==> config.mk <==
export PLATFORM = sky130hd
export DESIGN_NAME = serial_digit_adder
export DESIGN_NICKNAME = d
export VERILOG_FILES = /design/src/rtl/serial_adder_pkg.sv /design/src/rtl/serial_digit_adder_digit_adder.sv /design/src/rtl/serial_digit_adder.sv
export SDC_FILE = /design/constraint.sdc
export NUM_CORES = 1
export LEC_CHECK = 0
export CAP_MARGIN = 25
export CELL_PAD_IN_SITES_DETAIL_PLACEMENT = 0
export CELL_PAD_IN_SITES_GLOBAL_PLACEMENT = 2
export CORE_ASPECT_RATIO = 0.9
export CORE_UTILIZATION = 33
export CTS_CLUSTER_DIAMETER = 60
export DETAILED_ROUTE_END_ITERATION = 6
export PLACE_DENSITY_LB_ADDON = 0.08
export SLEW_MARGIN = 20
export SYNTH_ARGS = -nofsm -noshare
export SYNTH_HDL_FRONTEND = slang
export SYNTH_SLANG_ARGS = --single-unit
==> constraint.sdc <==
create_clock -name clk -period 3.4 [get_ports clk]
set_input_delay 0.51 -clock clk [delete_from_list [all_inputs] [get_ports clk]]
set_output_delay 0.51 -clock clk [all_outputs]
set_load 0.02 [all_outputs]
==> src/rtl/serial_adder_pkg.sv <==
// Shared types and helpers for the digit-serial adder.
// Holds the FSM state encoding and sizing functions.
package serial_adder_pkg;

  typedef enum logic [1:0] {
    IDLE = 2'd0,
    RUN  = 2'd1,
    DONE = 2'd2
  } state_t;

  // Number of digits per operation.
  function automatic int ndig(
    input int w,
    input int d
  );
    return w / d;
  endfunction

  // Digit counter width, never below one bit.
  function automatic int kbits(
    input int n
  );
    return (n > 1) ? $clog2(n) : 1;
  endfunction

  // Operand width must split into whole digits.
  function automatic bit digits_ok(
    input int w,
    input int d
  );
    return (d > 0) && (d <= w)
        && ((w % d) == 0);
  endfunction

endpackage

==> src/rtl/serial_digit_adder_digit_adder.sv <==
// One DIGIT-wide ripple adder slice, purely combinational.
// cmsb exposes the carry into the top bit for overflow detection.
module digit_adder
  import serial_adder_pkg::*;
#(
  parameter int DIGIT = 4
) (
  input  logic [DIGIT-1:0] x,
  input  logic [DIGIT-1:0] y,
  input  logic             ci,
  output logic [DIGIT-1:0] sum,
  output logic             co,
  output logic             cmsb
);

  logic [DIGIT:0] c;

  // Bit-level ripple chain across the digit.
  always_comb begin
    c    = '0;
    sum  = '0;
    c[0] = ci;
    for (int i = 0; i < DIGIT; i++) begin
      sum[i]   = x[i] ^ y[i] ^ c[i];
      c[i+1]   = (x[i] & y[i])
               | (x[i] & c[i])
               | (y[i] & c[i]);
    end
  end

  assign co   = c[DIGIT];
  assign cmsb = c[DIGIT-1];

endmodule

==> src/rtl/serial_digit_adder.sv <==
// Digit-serial adder: WIDTH-bit add, DIGIT bits per clock.
// Subtract support is built only with SERIAL_ADDER_SUB_EN.
module serial_digit_adder
  import serial_adder_pkg::*;
#(
  parameter int WIDTH = 16,
  parameter int DIGIT = 4
) (
  input  logic             clk,
  input  logic             rst,
  input  logic             in_valid,
  output logic             in_ready,
  input  logic [WIDTH-1:0] a,
  input  logic [WIDTH-1:0] b,
  input  logic             c_in,
`ifdef SERIAL_ADDER_SUB_EN
  input  logic             sub,
`endif
  output logic             out_valid,
  input  logic             out_ready,
  output logic [WIDTH-1:0] s,
  output logic             c_out,
  output logic             ovf
);

  localparam int  NDIG   = ndig(WIDTH, DIGIT);
  localparam int  KW     = kbits(NDIG);
  localparam bit  CFG_OK = digits_ok(WIDTH, DIGIT);
  localparam logic [KW-1:0] KLAST =
    KW'(NDIG - 1);

  generate
    if (!CFG_OK) begin : g_cfg_bad
      $error("WIDTH must be a multiple of DIGIT");
    end
  endgenerate

  state_t state_q, state_d;

  logic [WIDTH-1:0] a_q, a_d;
  logic [WIDTH-1:0] b_q, b_d;
  logic [WIDTH-1:0] s_q, s_d;
  logic [KW-1:0]    k_q, k_d;
  logic             cy_q, cy_d;
  logic             co_q, co_d;
  logic             ov_q, ov_d;

  logic             accept;
  logic             last;
  logic [WIDTH-1:0] b_eff;
  logic             cin_eff;

  logic [DIGIT-1:0] dx, dy, dsum;
  logic             dco, dcmsb;

  // Operand conditioning at capture time.
`ifdef SERIAL_ADDER_SUB_EN
  assign b_eff   = sub ? ~b : b;
  assign cin_eff = sub | c_in;
`else
  assign b_eff   = b;
  assign cin_eff = c_in;
`endif

  assign accept = (state_q == IDLE) && in_valid;
  assign last   = (k_q == KLAST);

  // State register.
  always_ff @(posedge clk or posedge rst) begin
    if (rst) begin
      state_q <= IDLE;
    end else begin
      state_q <= state_d;
    end
  end

  // Next-state decode.
  always_comb begin
    state_d = state_q;
    unique case (state_q)
      IDLE: if (in_valid) state_d = RUN;
      RUN:  if (last)     state_d = DONE;
      DONE: if (out_ready) state_d = IDLE;
      default:            state_d = IDLE;
    endcase
  end

  // Handshake outputs from registered state only.
  always_comb begin
    in_ready  = 1'b0;
    out_valid = 1'b0;
    unique case (state_q)
      IDLE:    in_ready  = 1'b1;
      DONE:    out_valid = 1'b1;
      default: ;
    endcase
  end

  // Select the current operand digits.
  always_comb begin
    dx = '0;
    dy = '0;
    for (int i = 0; i < NDIG; i++) begin
      if (k_q == i[KW-1:0]) begin
        dx = a_q[i*DIGIT +: DIGIT];
        dy = b_q[i*DIGIT +: DIGIT];
      end
    end
  end

  digit_adder #(
    .DIGIT (DIGIT)
  ) u_digit (
    .x    (dx),
    .y    (dy),
    .ci   (cy_q),
    .sum  (dsum),
    .co   (dco),
    .cmsb (dcmsb)
  );

  // Datapath next state: capture, per-digit writeback, flags.
  always_comb begin
    a_d  = a_q;
    b_d  = b_q;
    s_d  = s_q;
    k_d  = k_q;
    cy_d = cy_q;
    co_d = co_q;
    ov_d = ov_q;
    unique case (state_q)
      IDLE: begin
        if (accept) begin
          a_d  = a;
          b_d  = b_eff;
          cy_d = cin_eff;
          k_d  = '0;
        end
      end
      RUN: begin
        cy_d = dco;
        for (int i = 0; i < NDIG; i++) begin
          if (k_q == i[KW-1:0]) begin
            s_d[i*DIGIT +: DIGIT] = dsum;
          end
        end
        if (last) begin
          co_d = dco;
          ov_d = dcmsb ^ dco;
        end else begin
          k_d = k_q + KW'(1);
        end
      end
      default: ;
    endcase
  end

  // Datapath registers.
  always_ff @(posedge clk or posedge rst) begin
    if (rst) begin
      a_q  <= '0;
      b_q  <= '0;
      s_q  <= '0;
      k_q  <= '0;
      cy_q <= 1'b0;
      co_q <= 1'b0;
      ov_q <= 1'b0;
    end else begin
      a_q  <= a_d;
      b_q  <= b_d;
      s_q  <= s_d;
      k_q  <= k_d;
      cy_q <= cy_d;
      co_q <= co_d;
      ov_q <= ov_d;
    end
  end

  assign s     = s_q;
  assign c_out = co_q;
  assign ovf   = ov_q;

endmodule
==> key figures <==
Timing
  – Fin Setup TNS: 0 ns
  – Final setup violation count: 0
  – Setup ws final: 0.224 ns
  – Max_slew headroom: 52.0%
  – Final Skew: 0.00852 ns
  – Least-Margin Pin Slew: roughly 0.72 ns
  – RSZ-0062 raised after global routing: false
  – Achievable frequency: ~310 MHz
  – Period utilisation layout: approximately 93%
  – Min Tclk post-route: 3.18 ns
  – Hold WS: approximately 0.48 ns
  – Endpoints failing hold: 0
  – Final Slew Violations: 0

Yosys
  – Post-Syn Instances: roughly 200
  – Dominant cell type by area after synthesis: dfrtp_1
  – Part of the Yosys area used for sequential elements: 52.7%
  – Top cell type's share of synthesized area: 52.7%
  – Synth cell types: 31
  – Synth Area per Inst: between 10 and 15 sq um
  – Net count after synthesis: between 200 and 250
  – Area contributors post-synth: dfrtp_1, mux2_4, mux2_2, o21ai_0, fa_1
  – Ys Warns: 0
  – Mapped Area: 0.00261 sq mm
  – #FFs+latches synth: 55

Power and ir drop
  – PnR Total Power: between 3 and 4 mW
  – Peak VDD IR: 430 uV
  – Pwr Density: around 1100 mW/mm^2
  – P_leak: between 1 and 1.5 nW

Cells and area
  – P&R area growth vs syn: 27.9%
  – Final nets: 309
  – Util after Layout: 44.0%
  – Fraction of layout cells with a size suffix above 1: between 20% and 30%
  – Number of antenna diodes: 0
  – Fillcell total: ~730
  – Most common cell after layout, fill and taps aside: clkdlybuf4s50_1
  – Most frequent cells in the layout: clkdlybuf4s50_1, dfrtp_1, nand2_1, mux2_4, o21ai_0

Global routing
  – M2 GR Usage: 22.0%
  – First-pass GRT wire length: 9250 um
  – Tot GR Track Use: around 15%
  – Vias in the first global route: 1761
  – Routing usage on met3: under 10%
  – Congestion Overflow GR: 0
  – Most Crowded Layer GR: met1
  – Met1 usage: 22.4%
  – Largest net degree at the start of global routing: 56
  – Initial antenna violation count: 0

Hold path
  – Hold Crit Depth: 2
  – Hold Path Class: register to register
  – Hold Path End: s[0]
  – Hold path startpoint: s[0]

Die
  – Core area: 0.00758 sq mm
  – Die H: between 80 and 90 um
  – Floorplan row count: 30
  – Die Width: approximately 96 um
  – Starting Density: 34.4%
  – Num ports: 57
  – Die area: 0.00827 sq mm

Placement
  – Port Buffers: 56
  – DPL Wire Length: 4070 um
  – Place WS: 0.149 ns
  – Placer congestion estimate: approximately 0.72

Critical path
  – CP startpoint: k_q[0]
  – Crit start category: register
  – Crit end category: register
  – Crit Path Category: register to register
  – Reg2reg start: k_q[0]
  – R2R Setup Slk: 0.22 ns
  – FF-to-FF path depth: 13
  – Critical-path maximum fanout: 6
  – Worst EP arrival: 3.40 ns
  – Worst endpoint required time: between 3 and 4 ns
  – FF-to-FF End: ovf

Drt
  – Initial drt markers: 41
  – Drt wl/cell: 15.4 um
  – ANT nets after route: 0
  – DRC Markers: 0
  – First-pass DRT Iterations: 4
  – Final wirelength: between 5000 and 6000 um
  – Vias: roughly 1700
  – Drt via density: 4.79

Clock network
  – CTS Buf Count: 5
  – Hold Buf Count CTS: 0
  – Skew-Pair Late Insertion Delay: 0.30 ns
  – H-tree levels: 2
  – Clock Tree Root: clkbuf_8
  – CTS tree: yes
  – Sink Count: 55
  – Bufs on Longest Clock Path: 2
  – Clock Pin Slew Worst Setup and Hold Paths: 0.10 ns

Run status
  – Status: completed

Flow run
  – Number of max-cap violations: 0
worst max-delay path by stage:
stage | end | slack, ns
5_1_grt | ovf | 0.005
3_5_place_dp | s[15] | 0.15
6_report | ovf | 0.22
2_1_floorplan | s[11] | 0.40
4_1_cts | s[15] | 0.12
3_3_place_gp | s[3] | 0.30
per-stage QoR:
step | std cells | cell area [sq um]
after floorplan | 204 | 2610
after global placement | 353 | 3250
after detailed placement | 353 | 3250
after CTS | 361 | 3330
after global routing | 361 | 3340
final | 361 | 3340
where the power goes:
part | total [mW] | switching (mW) | internal [mW]
Clock | 0.354 | 0.208 | 0.145
Combinational | 2.00 | 0.978 | 1.02
Sequential | 1.22 | 0.230 | 0.994
Total | 3.57 | 1.42 | 2.16
logic make-up after synthesis:
family          synth area share [%]
flops                           52.7
simple gates                    8.05
compound gates                  9.54
mux                             18.8
buf+inv                         5.56
fa+ha+maj                       4.99
xor+xnor                       0.336
layer usage:
metal,vias up,wire length (um)
met3,6,237
met1,841,2870
li1,834,-
met2,47,2380
met5,-,0
met4,0,63
final cells by class:
type	count	area, sq um	share of cell area [%]
clock buffer	7	76.3	2.29
sequential	55	1380	41.3
tap	96	120	3.60
timing repair buffer	62	606	18.1
clock inverter	1	5.00	0.150
inverter	13	48.8	1.46
multi-input combinational	127	1100	33.1
timing repair:
item                                    CTS  global route
endpoints found under the setup margin    0             6
resized for setup                         0             4
buffers inserted                          0             0
flip-flops by register name (all words and copies together), names as in the netlist:
| register | flops |
|---|---|
| a_q | 16 |
| b_q | 16 |
| cy_q | 1 |
| s | 16 |
| k_q | 2 |
| state_q | 2 |
| c_out | 1 |
| ovf | 1 |
cells in the mapped netlist, drive strengths merged:
cell and n:
a221oi 2, buf 8, dfrtp 55, mux2i 1, nor2 6, ha 4
o211ai 2, a22oi 6, xor2 1, nand3b 5, o221ai 2, and2b 1
o21ai 19, clkbuf 1, nor3 1, nand2b 1, inv 13, nor4bb 1
a221o 2, a31oi 1, o22ai 2, fa 4, mux2 36, nor3b 5
a21oi 4, nand2 21
worst max-delay path, stage by stage (launching register included):
cell and delay, ns:
dfrtp_2 0.45, inv_1 0.09, ha_1 0.25, and2b_1 0.25, a22oi_1 0.10, a221o_1 0.35, fa_1 0.36, inv_1 0.07
fa_1 0.18, fa_1 0.21, inv_1 0.06, fa_1 0.41, xor2_1 0.18, o21ai_0 0.13
Power figures use the tool's default switching activity.
